===== src/rtl/addsub_pkg.sv =====
// Purpose: shared opcode and flag-index constants for the add/subtract pipeline.
// Latency: n/a (constants only).
// Backpressure: n/a.
package addsub_pkg;
    localparam logic OP_ADD = 1'b0;
    localparam logic OP_SUB = 1'b1;

    // bit positions inside the registered flag vector
    localparam int FLG_C   = 0;
    localparam int FLG_V   = 1;
    localparam int FLG_Z   = 2;
    localparam int FLG_N   = 3;
    localparam int FLG_NUM = 4;
endpackage


===== src/rtl/addsub_pipe_if.sv =====
// Purpose: operand/result handshake bundle between a producer/consumer and addsub_pipe.
// Latency: n/a (wires only).
// Backpressure: in_valid/in_ready on the operand side, out_valid/out_ready on the result side.
interface addsub_pipe_if #(
    parameter int WIDTH = 8
);
    logic             in_valid;
    logic             in_ready;
    logic             op;
    logic             signed_mode;
    logic [WIDTH-1:0] a;
    logic [WIDTH-1:0] b;
    logic             out_valid;
    logic             out_ready;
    logic [WIDTH-1:0] result;
    logic             carry;
    logic             ovf;
    logic             zero;
    logic             neg;
    logic             sticky_ovf;
    logic             clr_sticky;

    modport master (
        output in_valid, op, signed_mode, a, b, out_ready, clr_sticky,
        input  in_ready, out_valid, result, carry, ovf, zero, neg, sticky_ovf
    );

    modport slave (
        input  in_valid, op, signed_mode, a, b, out_ready, clr_sticky,
        output in_ready, out_valid, result, carry, ovf, zero, neg, sticky_ovf
    );
endinterface


===== src/rtl/addsub_pipe_cla_nbit.sv =====
// Purpose: N-bit adder, ripple inside GRP-bit groups, lookahead carry across groups.
// Latency: combinational.
// Backpressure: none.
module cla_nbit #(
    parameter int N   = 4,
    parameter int GRP = 4
) (
    input  logic [N-1:0] i_a,
    input  logic [N-1:0] i_b,
    input  logic         i_cin,
    output logic [N-1:0] o_sum,
    output logic         o_cout
);
    localparam int NG = N / GRP;

    logic [N-1:0]  w_g;
    logic [N-1:0]  w_p;
    logic [N-1:0]  w_c;
    logic [NG-1:0] w_gg;
    logic [NG-1:0] w_gp;
    logic          w_cy;
    logic          w_bc;

    assign w_g   = i_a & i_b;
    assign w_p   = i_a ^ i_b;
    assign o_sum = w_p ^ w_c;

    // group generate/propagate, built LSB to MSB inside each group
    always_comb begin
        w_gg = '0;
        w_gp = '1;
        for (int k = 0; k < NG; k++) begin
            for (int j = 0; j < GRP; j++) begin
                w_gg[k] = w_g[k*GRP+j] | (w_p[k*GRP+j] & w_gg[k]);
                w_gp[k] = w_gp[k] & w_p[k*GRP+j];
            end
        end
    end

    // group carries chained by lookahead; per-bit carries rippled from each group's carry-in
    always_comb begin
        w_c  = '0;
        w_cy = i_cin;
        w_bc = 1'b0;
        for (int k = 0; k < NG; k++) begin
            w_bc = w_cy;
            for (int j = 0; j < GRP; j++) begin
                w_c[k*GRP+j] = w_bc;
                w_bc         = w_g[k*GRP+j] | (w_p[k*GRP+j] & w_bc);
            end
            w_cy = w_gg[k] | (w_gp[k] & w_cy);
        end
        o_cout = w_cy;
    end
endmodule


===== src/rtl/addsub_pipe.sv =====
// Purpose: 2-stage pipelined add/subtract with carry/overflow/zero/negative flags and sticky overflow.
// Latency: 2 cycles accept-to-out_valid, 1 beat/cycle; ADDSUB_SAT_EN clamps the result on overflow.
// Backpressure: a stalled output holds both stages; in_ready drops only when stage 1 cannot move.
module addsub_pipe
    import addsub_pkg::*;
#(
    parameter int WIDTH   = 8,
    parameter int CLA_GRP = 4
) (
    input  logic          clk,
    input  logic          rst_n,
    addsub_pipe_if.slave  io_bus
);
    localparam int LO = WIDTH / 2;
    localparam int HI = WIDTH - LO;

    logic               w_s2_adv;
    logic               w_s1_adv;
    logic               w_in_rdy;
    logic               w_acc;
    logic               w_xfer;
    logic [WIDTH-1:0]   w_b_eff;
    logic [LO-1:0]      w_sum_lo;
    logic               w_c_lo;
    logic [HI-1:0]      w_sum_hi;
    logic               w_c_hi;
    logic [WIDTH-1:0]   w_raw;
    logic [WIDTH-1:0]   w_res;
    logic               w_ovf;
    logic [FLG_NUM-1:0] w_flags;

    logic               r_s1_vld;
    logic [HI-1:0]      r_s1_a_hi;
    logic [HI-1:0]      r_s1_b_hi;
    logic               r_s1_op;
    logic               r_s1_sgn;
    logic [LO-1:0]      r_s1_sum_lo;
    logic               r_s1_c_lo;
    logic               r_s2_vld;
    logic [WIDTH-1:0]   r_result;
    logic [FLG_NUM-1:0] r_flags;
    logic               r_sticky;

    assign w_s2_adv = !r_s2_vld || io_bus.out_ready;
    assign w_s1_adv = !r_s1_vld || w_s2_adv;
    assign w_in_rdy = rst_n && w_s1_adv;
    assign w_acc    = io_bus.in_valid && w_in_rdy;
    assign w_xfer   = r_s2_vld && io_bus.out_ready;

    // subtract is a + ~b + 1: invert b and feed op as the carry-in
    assign w_b_eff = (io_bus.op == OP_SUB) ? ~io_bus.b : io_bus.b;

    cla_nbit #(.N(LO), .GRP(CLA_GRP)) u_cla_lo (
        .i_a    (io_bus.a[LO-1:0]),
        .i_b    (w_b_eff[LO-1:0]),
        .i_cin  (io_bus.op == OP_SUB),
        .o_sum  (w_sum_lo),
        .o_cout (w_c_lo)
    );

    cla_nbit #(.N(HI), .GRP(CLA_GRP)) u_cla_hi (
        .i_a    (r_s1_a_hi),
        .i_b    (r_s1_b_hi),
        .i_cin  (r_s1_c_lo),
        .o_sum  (w_sum_hi),
        .o_cout (w_c_hi)
    );

    assign w_raw = {w_sum_hi, r_s1_sum_lo};

    // signed: operands agree in sign but the sum does not; unsigned: carry on add, borrow on sub
    assign w_ovf = r_s1_sgn
                 ? ((r_s1_a_hi[HI-1] == r_s1_b_hi[HI-1]) && (w_sum_hi[HI-1] != r_s1_a_hi[HI-1]))
                 : ((r_s1_op == OP_SUB) ? !w_c_hi : w_c_hi);

`ifdef ADDSUB_SAT_EN
    // clamp toward the side the true result overflowed to
    always_comb begin
        w_res = w_raw;
        if (w_ovf) begin
            if (r_s1_sgn) begin
                w_res = r_s1_a_hi[HI-1] ? {1'b1, {(WIDTH-1){1'b0}}} : {1'b0, {(WIDTH-1){1'b1}}};
            end else if (r_s1_op == OP_SUB) begin
                w_res = '0;
            end else begin
                w_res = '1;
            end
        end
    end
`else
    assign w_res = w_raw;
`endif

    // zero/neg come from the final (possibly clamped) result, carry/ovf from the raw add
    always_comb begin
        w_flags        = '0;
        w_flags[FLG_C] = w_c_hi;
        w_flags[FLG_V] = w_ovf;
        w_flags[FLG_Z] = (w_res == '0);
        w_flags[FLG_N] = w_res[WIDTH-1];
    end

    // stage 1 valid moves whenever the stage can advance
    always_ff @(posedge clk or negedge rst_n) begin
        if (!rst_n) begin
            r_s1_vld <= 1'b0;
        end else if (w_s1_adv) begin
            r_s1_vld <= io_bus.in_valid;
        end
    end

    // stage 1 data loads only on an accepted beat so idle-cycle X never enters
    always_ff @(posedge clk or negedge rst_n) begin
        if (!rst_n) begin
            r_s1_a_hi   <= '0;
            r_s1_b_hi   <= '0;
            r_s1_op     <= 1'b0;
            r_s1_sgn    <= 1'b0;
            r_s1_sum_lo <= '0;
            r_s1_c_lo   <= 1'b0;
        end else if (w_acc) begin
            r_s1_a_hi   <= io_bus.a[WIDTH-1:LO];
            r_s1_b_hi   <= w_b_eff[WIDTH-1:LO];
            r_s1_op     <= io_bus.op;
            r_s1_sgn    <= io_bus.signed_mode;
            r_s1_sum_lo <= w_sum_lo;
            r_s1_c_lo   <= w_c_lo;
        end
    end

    // stage 2 valid and result/flags; data only replaced by a real stage-1 beat
    always_ff @(posedge clk or negedge rst_n) begin
        if (!rst_n) begin
            r_s2_vld <= 1'b0;
            r_result <= '0;
            r_flags  <= '0;
        end else if (w_s2_adv) begin
            r_s2_vld <= r_s1_vld;
            if (r_s1_vld) begin
                r_result <= w_res;
                r_flags  <= w_flags;
            end
        end
    end

    // sticky overflow: a transferring ovf beat beats a same-cycle clear
    always_ff @(posedge clk or negedge rst_n) begin
        if (!rst_n) begin
            r_sticky <= 1'b0;
        end else if (w_xfer && r_flags[FLG_V]) begin
            r_sticky <= 1'b1;
        end else if (io_bus.clr_sticky) begin
            r_sticky <= 1'b0;
        end
    end

    assign io_bus.in_ready   = w_in_rdy;
    assign io_bus.out_valid  = r_s2_vld;
    assign io_bus.result     = r_result;
    assign io_bus.carry      = r_flags[FLG_C];
    assign io_bus.ovf        = r_flags[FLG_V];
    assign io_bus.zero       = r_flags[FLG_Z];
    assign io_bus.neg        = r_flags[FLG_N];
    assign io_bus.sticky_ovf = r_sticky;
endmodule

===== src/flat_wrapper.sv =====
// flat-port wrapper written by rule: the top's interface ports become plain ports
module addsub_pipe_flat import addsub_pkg::*;
#(
    parameter int WIDTH   = 8,
    parameter int CLA_GRP = 4
)
  (clk, rst_n, io_bus_in_valid, io_bus_op, io_bus_signed_mode, io_bus_a, io_bus_b, io_bus_out_ready, io_bus_clr_sticky, io_bus_in_ready, io_bus_out_valid, io_bus_result, io_bus_carry, io_bus_ovf, io_bus_zero, io_bus_neg, io_bus_sticky_ovf);
  addsub_pipe_if #(.WIDTH(WIDTH)) io_bus_i ();
  input  logic clk;
  input  logic rst_n;
  input wire logic [$bits(io_bus_i.in_valid)-1:0] io_bus_in_valid;
  input wire logic [$bits(io_bus_i.op)-1:0] io_bus_op;
  input wire logic [$bits(io_bus_i.signed_mode)-1:0] io_bus_signed_mode;
  input wire logic [$bits(io_bus_i.a)-1:0] io_bus_a;
  input wire logic [$bits(io_bus_i.b)-1:0] io_bus_b;
  input wire logic [$bits(io_bus_i.out_ready)-1:0] io_bus_out_ready;
  input wire logic [$bits(io_bus_i.clr_sticky)-1:0] io_bus_clr_sticky;
  output wire logic [$bits(io_bus_i.in_ready)-1:0] io_bus_in_ready;
  output wire logic [$bits(io_bus_i.out_valid)-1:0] io_bus_out_valid;
  output wire logic [$bits(io_bus_i.result)-1:0] io_bus_result;
  output wire logic [$bits(io_bus_i.carry)-1:0] io_bus_carry;
  output wire logic [$bits(io_bus_i.ovf)-1:0] io_bus_ovf;
  output wire logic [$bits(io_bus_i.zero)-1:0] io_bus_zero;
  output wire logic [$bits(io_bus_i.neg)-1:0] io_bus_neg;
  output wire logic [$bits(io_bus_i.sticky_ovf)-1:0] io_bus_sticky_ovf;
  assign io_bus_i.in_valid = io_bus_in_valid;
  assign io_bus_i.op = io_bus_op;
  assign io_bus_i.signed_mode = io_bus_signed_mode;
  assign io_bus_i.a = io_bus_a;
  assign io_bus_i.b = io_bus_b;
  assign io_bus_i.out_ready = io_bus_out_ready;
  assign io_bus_i.clr_sticky = io_bus_clr_sticky;
  assign io_bus_in_ready = io_bus_i.in_ready;
  assign io_bus_out_valid = io_bus_i.out_valid;
  assign io_bus_result = io_bus_i.result;
  assign io_bus_carry = io_bus_i.carry;
  assign io_bus_ovf = io_bus_i.ovf;
  assign io_bus_zero = io_bus_i.zero;
  assign io_bus_neg = io_bus_i.neg;
  assign io_bus_sticky_ovf = io_bus_i.sticky_ovf;
  addsub_pipe #(.WIDTH(WIDTH), .CLA_GRP(CLA_GRP)) u_core (.clk(clk), .rst_n(rst_n), .io_bus(io_bus_i));
endmodule

===== config.mk =====
export PLATFORM = sky130hd
export DESIGN_NAME = addsub_pipe_flat
export DESIGN_NICKNAME = d
export VERILOG_FILES = /design/src/rtl/addsub_pkg.sv /design/src/rtl/addsub_pipe_if.sv /design/src/rtl/addsub_pipe_cla_nbit.sv /design/src/rtl/addsub_pipe.sv /design/src/flat_wrapper.sv
export SDC_FILE = /design/constraint.sdc
export NUM_CORES = 1
export LEC_CHECK = 0
export BUFFER_PORTS_ARGS = -buffer_cell sky130_fd_sc_hd__buf_2
export CORE_UTILIZATION = 48
export DETAILED_ROUTE_END_ITERATION = 10
export PLACE_DENSITY = 0.75
export SYNTH_ARGS = -nofsm -noshare
export SYNTH_HDL_FRONTEND = slang
export SYNTH_SLANG_ARGS = --single-unit
export TNS_END_PERCENT = 30

===== constraint.sdc =====
create_clock -name clk -period 2.3 [get_ports clk]
set_input_delay 0.115 -clock clk [delete_from_list [all_inputs] [get_ports clk]]
set_output_delay 0.115 -clock clk [all_outputs]
set_load 0.02 [all_outputs]

==> impl_metrics.toml, run 1 <==
[global_route]
grt_max_degree = 31
antenna_found_initial = 0
grt_util_all_layers_pct = 18.6
grt_pass1_wl_mm = 4.66
grt.overflow.total = 0
grt_pass1_vias = 1072

[pwr]
powerDensity_nw_per_um2 = 908
power_leakage_nw = 0.976
peakVddDrop_uv = 347

[layout]
multiInputGateArea_um2 = 820
fin_cells = 231
area.growth.synth_to_final_pct = 20.3
drive_gt1_share_pct = 37.4
fin_nets = 223
regArea_um2 = 726
antenna_cells = 0
fill_cells = 276

[detailed_routing]
num_vias = 1131
first_pass_iters = 4
wirelength_mm = 2.72
ant_nets = 0
wl_per_cell_um = 11.8
post-route-drc-count = 0
routed_via_density = 4.90
drt_iter0_drc = 16

[timing]
period_share_pct = 93.5
fin_crit_ns = 2.15
skew_ns = 0.00483
setup_viol = 0
rsz0062_at_grt = "false"
clock.fmax_mhz = 465
tightest_slew_ns = 0.351
maxSlewHeadroom_pct = 76.6
slew_violations = 0
finalHoldViolCount = 0
setup_slack_ns = 0.149

[floorplanning]
core_region_area_um2 = 3130
initial_core_util_pct = 51.6
row_count = 20
boundaryPins = 38
die_h_um = 60.0
die_w_um = 60.0
dieArea_um2 = 3600

[placement]
dpl_worst_slack_ns = -0.0879
dpl.hpwl_mm = 2.19
portBuffers = 37
place_congestion = 0.862
dp.cells = 220

[worst_setup_path]
endpoint_kind = "register"
crit_arrival_ns = 2.39
path_max_fanout = 3
worstSetupStartpointType = "register"
cp.required_ns = 2.54
crit_type = "register to register"

[synth]
syn_inst = 140
ys_top_cells_by_area = "dfrtp_1 45%, fa_1 6.2%, ha_1 6.2%"
synth_top_area_share_pct = 44.9
async_flop_share_pct = 100
synth_top_area_cell = "dfrtp_1"
synth-seq-cells = 29
yosysUniqueCellTypes = 31
synth_area_um2 = 1620
syn-mean-instance-area_um2 = 11.5
synth_nets = 176
ys_seq_area_share_pct = 44.9
ys_warn_count = 0
synth_edf_count = 0
ys.flop_type = "dfrtp_1"

[clock_network]
cts_max_level = 2
cts.sinks = 29
clkTransAtPathRegs_ns = 0.08
tritoncts = "yes"
numCtsBuffers = 5
cts_root_buf = "clkbuf_4"
clk_latency_ns = 0.33
clk_path_buf_depth = 2

[outcome]
status = "complete, no violations"

[worst_hold_path]
hold_class = "input port to register"

[job]
drv_cap = 0
sequential cells by signal, indices dropped and copies added, names as in the netlist:
register and count:
u_core.r_flags 3, u_core.r_s1_sgn 1, u_core.r_s1_sum_lo 4, u_core.io_bus.sticky_ovf 1, u_core.io_bus.result 8, u_core.io_bus.out_valid 1
u_core.r_s1_a_hi 4, u_core.r_s1_c_lo 1, u_core.r_s1_vld 1, u_core.r_s1_op 1, u_core.r_s1_b_hi 4
logic make-up after synthesis:
family | Yosys count | share of synthesized area [%]
adders and majority gates | 13 | 12.4
buffers and inverters | 15 | 5.11
DFF | 29 | 44.9
muxes | 15 | 11.2
and+or+nand+nor | 33 | 11.4
AOI/OAI and AO/OA | 23 | 8.52
xor gates and xnor gates | 12 | 6.51
cells in the mapped netlist, types with 2 or more instances:
master,n
ha_1,8
nand3_1,5
o21ai_0,13
dfrtp_1,29
mux2_4,4
nor2_1,4
mux2i_1,3
buf_4,2
fa_1,5
a21o_1,2
a21oi_1,4
nor3_1,2
inv_1,10
xnor2_1,6
o2111ai_1,2
nand2_1,13
xor2_1,6
or2b_1,2
mux2_2,8
path summary, 6_finish.rpt:
path                                          startpoint                              end  slack [ns]  cells after the start
max in group asynchronous                          rst_n    u_core.r_flags[1]$_DFFE_PN0P_        1.68                      3
setup / recovery            u_core.r_s1_c_lo$_DFFE_PN0P_    u_core.r_flags[1]$_DFFE_PN0P_        0.15                      9
setup reg to reg            u_core.r_s1_c_lo$_DFFE_PN0P_    u_core.r_flags[1]$_DFFE_PN0P_        0.15                      9
min in group asynchronous                          rst_n       u_core.r_s1_op$_DFFE_PN0P_        0.36                      3
hold reg to reg            u_core.r_flags[0]$_DFFE_PN0P_    u_core.r_flags[0]$_DFFE_PN0P_        0.48                      2
hold / removal                               io_bus_a[7]  u_core.r_s1_a_hi[3]$_DFFE_PN0P_        0.02                      2
layer usage:
metal | vias up | track usage, % | wire, um
met1 | 528 | 22.6 | 1220
met2 | 33 | 29.4 | 1310
met5 | - | 0 | 0
met3 | 6 | 5.84 | 133
li1 | 564 | - | -
met4 | 0 | 10.3 | 64
final cells by class:
class / count / share of cell area, %
clock buffer: 7 / 2.83
inverter: 10 / 1.93
multi-input combinational: 96 / 42.2
sequential: 29 / 37.3
tap: 44 / 2.83
timing repair buffer: 45 / 12.9
placed cells by master (no fill, tap or decap), types with 5 or more instances in the layout:
cell	count
buf_4	6
mux2_2	8
nand3_1	5
xor2_1	6
dfrtp_1	29
o21ai_0	13
ha_1	8
inv_1	9
clkbuf_4	5
nand2_1	13
buf_2	37
xnor2_1	5
report_power, final:
part / leakage [nW] / switching [W] / internal, W
clock network: 0.0314 / 0.000156 / 0.000144
registers: 0.351 / 0.0000978 / 0.000653
logic: 0.594 / 0.000380 / 0.000334
total: 0.976 / 0.000634 / 0.00113
through the flow:
step	setup TNS (ns)	hold slack [ns]	instance area [um^2]	power [W]	util, %
global placement	0	0.181	1840	0.00143	58.8
finish	0	0.0181	1940	0.00176	62.1
floorplan	0	-0.181	1620	0.00124	-
detailed placement	-0.0879	0.192	1840	0.00146	58.8
CTS	0	0.00136	1930	0.00178	61.6
global route	0	0.00845	1940	0.00190	62.1
repair_timing:
action | in CTS | in global routing
pin swaps | 0 | 5
setup buffers | 0 | 2
hold buffers | 2 | 0
endpoints found under the hold margin | 30 | 0
gates resized for setup | 3 | 1
setup endpoints to repair | 2 | 2
critical path, cell delays in order (launching register included):
cell	delay (ns)
dfrtp_1	0.38
inv_1	0.08
fa_1	0.17
inv_1	0.05
fa_2	0.36
fa_2	0.39
xnor2_2	0.16
o2111ai_1	0.19
mux2i_1	0.10
nor3_1	0.19
Note: power is estimated with default switching activity, not from simulation.
==> run 2: changes to the inputs <==
--- a/config.mk
+++ b/config.mk
@@ -6,10 +6,12 @@
 export NUM_CORES = 1
 export LEC_CHECK = 0
 export BUFFER_PORTS_ARGS = -buffer_cell sky130_fd_sc_hd__buf_2
-export CORE_UTILIZATION = 48
+export CORE_UTILIZATION = 50
+export CTS_BUF_LIST = sky130_fd_sc_hd__clkbuf_2 sky130_fd_sc_hd__clkbuf_4 sky130_fd_sc_hd__clkbuf_8
 export DETAILED_ROUTE_END_ITERATION = 10
-export PLACE_DENSITY = 0.75
+export PLACE_DENSITY = 0.78
 export SYNTH_ARGS = -nofsm -noshare
 export SYNTH_HDL_FRONTEND = slang
+export SYNTH_HIERARCHICAL = 1
 export SYNTH_SLANG_ARGS = --single-unit
 export TNS_END_PERCENT = 30
==> run 2 against run 1 <==
  * Die area fell by 2.8%
  * Register-to-register slack got worse by 0.05 ns
  * Synthesized cell count fell by 12%
  * Sequential cell count did not move
  * Core utilization rose by 3.5 points
  * Cell count fell by 6.1%
  * Worst setup slack got worse by 0.047 ns
  * Clock skew rose by 0.0092 ns
  * Sequential share of layout area fell by 1.4 points
  * Count of clock-buffer cells in the layout did not move
  * Synthesized area rose by 1.2%
  * Power rose by 16%
  * Critical endpoint is now u_core/r_flags[1]$_DFFE_PN0P_
==> impl_metrics.toml, run 2 <==
[clock_network]
tritoncts = "yes"
numCtsBuffers = 5
clk_latency_ns = 0.34
cts_max_level = 2
clk_path_buf_depth = 2
cts.sinks = 29
cts_root_buf = "clkbuf_4"
clkTransAtPathRegs_ns = 0.10

[pwr]
powerDensity_nw_per_um2 = 1020
p_total_w = 0.00205
power_leakage_nw = 0.992
peakVddDrop_uv = 443

[timing]
setup_slack_ns = 0.103
period_share_pct = 95.5
finalHoldViolCount = 0
setup_viol = 0
skew_ns = 0.0140
tightest_slew_ns = 0.456
maxSlewHeadroom_pct = 69.5
slew_violations = 0
clock.fmax_mhz = 455
fin_crit_ns = 2.20
rsz0062_at_grt = "false"
whs_ns = 0.00827

[floorplanning]
dieArea_um2 = 3500
core_region_area_um2 = 3080
row_count = 20
boundaryPins = 38
initial_core_util_pct = 53.1
die_w_um = 59.2
die_h_um = 59.2

[synth]
ys_seq_area_share_pct = 44.4
syn_inst = 123
synth-seq-cells = 29
async_flop_share_pct = 100
syn-mean-instance-area_um2 = 13.3
synth_top_area_cell = "dfrtp_1"
yosysUniqueCellTypes = 30
ys_top_cells_by_area = "dfrtp_1 44%, mux2_2 9.6%, mux2_4 9.2%"
synth_area_um2 = 1630
yosysMostFrequentCell = "dfrtp_1"
synth_top_area_share_pct = 44.4
ys.flop_type = "dfrtp_1"
ys_warn_count = 6
ys_top_cells_by_count = "29 x dfrtp_1, 14 x mux2_2, 13 x inv_1"
synth_nets = 160
synth_edf_count = 0

[layout]
drive_gt1_share_pct = 50.3
fin_cells = 217
fill_cells = 262
antenna_cells = 0
layout_commonest_cell = "buf_2"
area.growth.synth_to_final_pct = 23.6
mostFrequentLayoutCells = "37 x buf_2, 29 x dfrtp_1, 14 x mux2_2, 11 x inv_1"
largest_reg_flops = 8
fin_nets = 209

[placement]
place_congestion = 0.766
dpl.hpwl_mm = 2.29
dp.cells = 203
portBuffers = 37
dpl_worst_slack_ns = -0.00371

[global_route]
grt_max_degree = 31
grt.overflow.total = 0
grt_pass1_vias = 1155
antenna_found_initial = 0
grt_util_all_layers_pct = 20.6
grt_pass1_wl_mm = 5.18

[detailed_routing]
num_vias = 1101
wirelength_mm = 3.07
first_pass_iters = 4
ant_nets = 0
routed_via_density = 5.07
wl_per_cell_um = 14.1
post-route-drc-count = 0
drt_iter0_drc = 24

[worst_setup_path]
slowest_delay_ns = 0.41
cp.required_ns = 2.57
path_max_fanout = 4
crit_arrival_ns = 2.46
worstSetupStartpointType = "register"
path_cells = "inv_2, fa_2, inv_1, fa_2, fa_2, xor2_4, nand2b_1, o221a_2, o2bb2ai_2"
cp_common_cell = "fa_2"
critPathSlowestCell = "fa_2"
crit_type = "register to register"
endpoint_kind = "register"

[worst_hold_path]
hold_class = "input port to register"

[outcome]
status = "complete, no violations"

[job]
drv_cap = 0
[run 2: cell count changes after synthesis, moves of 5 or more]
cell     previous run  this run
mux2_2              8        14
mux2_4              4        10
nand2_1            13         4
o21ai_0            13         1
xnor2_1             6         0
xor2_1              6        11
[run 2: cells by family (layout without fill, tap and decap cells)]
| kind of cell | count (synthesis) | in the layout | share of synthesized area, % |
|---|---|---|---|
| DFF | 29 | 29 | 44.4 |
| muxes | 24 | 24 | 18.8 |
| buffers and inverters | 18 | 68 | 5.97 |
| and+or+nand+nor | 15 | 15 | 5.21 |
| adders and majority gates | 14 | 14 | 13.5 |
| AOI/OAI and AO/OA | 12 | 12 | 6.20 |
| xor gates and xnor gates | 11 | 11 | 5.90 |
[run 2: through the flow]
| step | TNS [ns] | cell area (um^2) | utilization (%) |
|---|---|---|---|
| 3_3_place_gp | 0 | 1860 | 60.3 |
| 5_1_grt | 0 | 2020 | 65.6 |
| 3_5_place_dp | -0.00371 | 1860 | 60.3 |
| 2_1_floorplan | 0 | 1630 | - |
| 6_report | 0 | 2020 | 65.6 |
| 4_1_cts | 0 | 1980 | 64.2 |
[run 2: final cells by class]
| type | instances | area, um^2 | share of cell area (%) |
|---|---|---|---|
| clock buffer | 7 | 65.1 | 3.22 |
| clock inverter | 1 | 5.00 | 0.248 |
| inverter | 13 | 48.8 | 2.42 |
| multi-input combinational | 76 | 850 | 42.1 |
| sequential | 29 | 726 | 35.9 |
| tap | 44 | 55.1 | 2.73 |
| timing repair buffer | 47 | 270 | 13.4 |
[run 2: final timing paths]
path / from / end / slack, ns / depth (start not counted)
max in group asynchronous: rst_n / u_core/r_s1_a_hi[0]$_DFFE_PN0P_ / 1.65 / 3
min: io_bus_signed_mode / u_core/r_s1_sgn$_DFFE_PN0P_ / 0.008 / 2
min reg2reg: u_core/r_flags[2]$_DFFE_PN0P_ / u_core/r_flags[2]$_DFFE_PN0P_ / 0.50 / 1
min in group asynchronous: rst_n / u_core/r_s1_vld$_DFFE_PN0P_ / 0.36 / 3
max: u_core/r_s1_a_hi[0]$_DFFE_PN0P_ / u_core/r_flags[1]$_DFFE_PN0P_ / 0.10 / 9
max reg2reg: u_core/r_s1_a_hi[0]$_DFFE_PN0P_ / u_core/r_flags[1]$_DFFE_PN0P_ / 0.10 / 9
[run 2: metal layers]
layer	routed length (um)	part of all wire, %	GRT usage [%]
met1	1340	44	24.0
met2	1580	52	36.0
met3	92	3.0	4.59
met4	53	1.7	9.86
met5	0	0	0
[run 2: where the power goes]
group	internal (W)	switching (W)	total, W
clock	0.000177	0.000181	0.000358
sequential	0.000677	0.000136	0.000813
combinational	0.000428	0.000452	0.000881
[run 2: repair_timing]
action                                 CTS  global route
resized for setup                        2             7
setup endpoints to repair                2             2
setup buffers                            0             2
pin swaps                                0             2
gates cloned                             0             0
endpoints found under the hold margin   32             0
hold buffers                             4             0
[run 2: critical path: cells and delay by family, from the launching register on]
family,cells,cell delay [ns]
flops,1,0.40
xor+xnor,1,0.19
fa+ha+maj,3,0.95
simple gates,1,0.08
buf+inv,2,0.13
compound gates,2,0.40
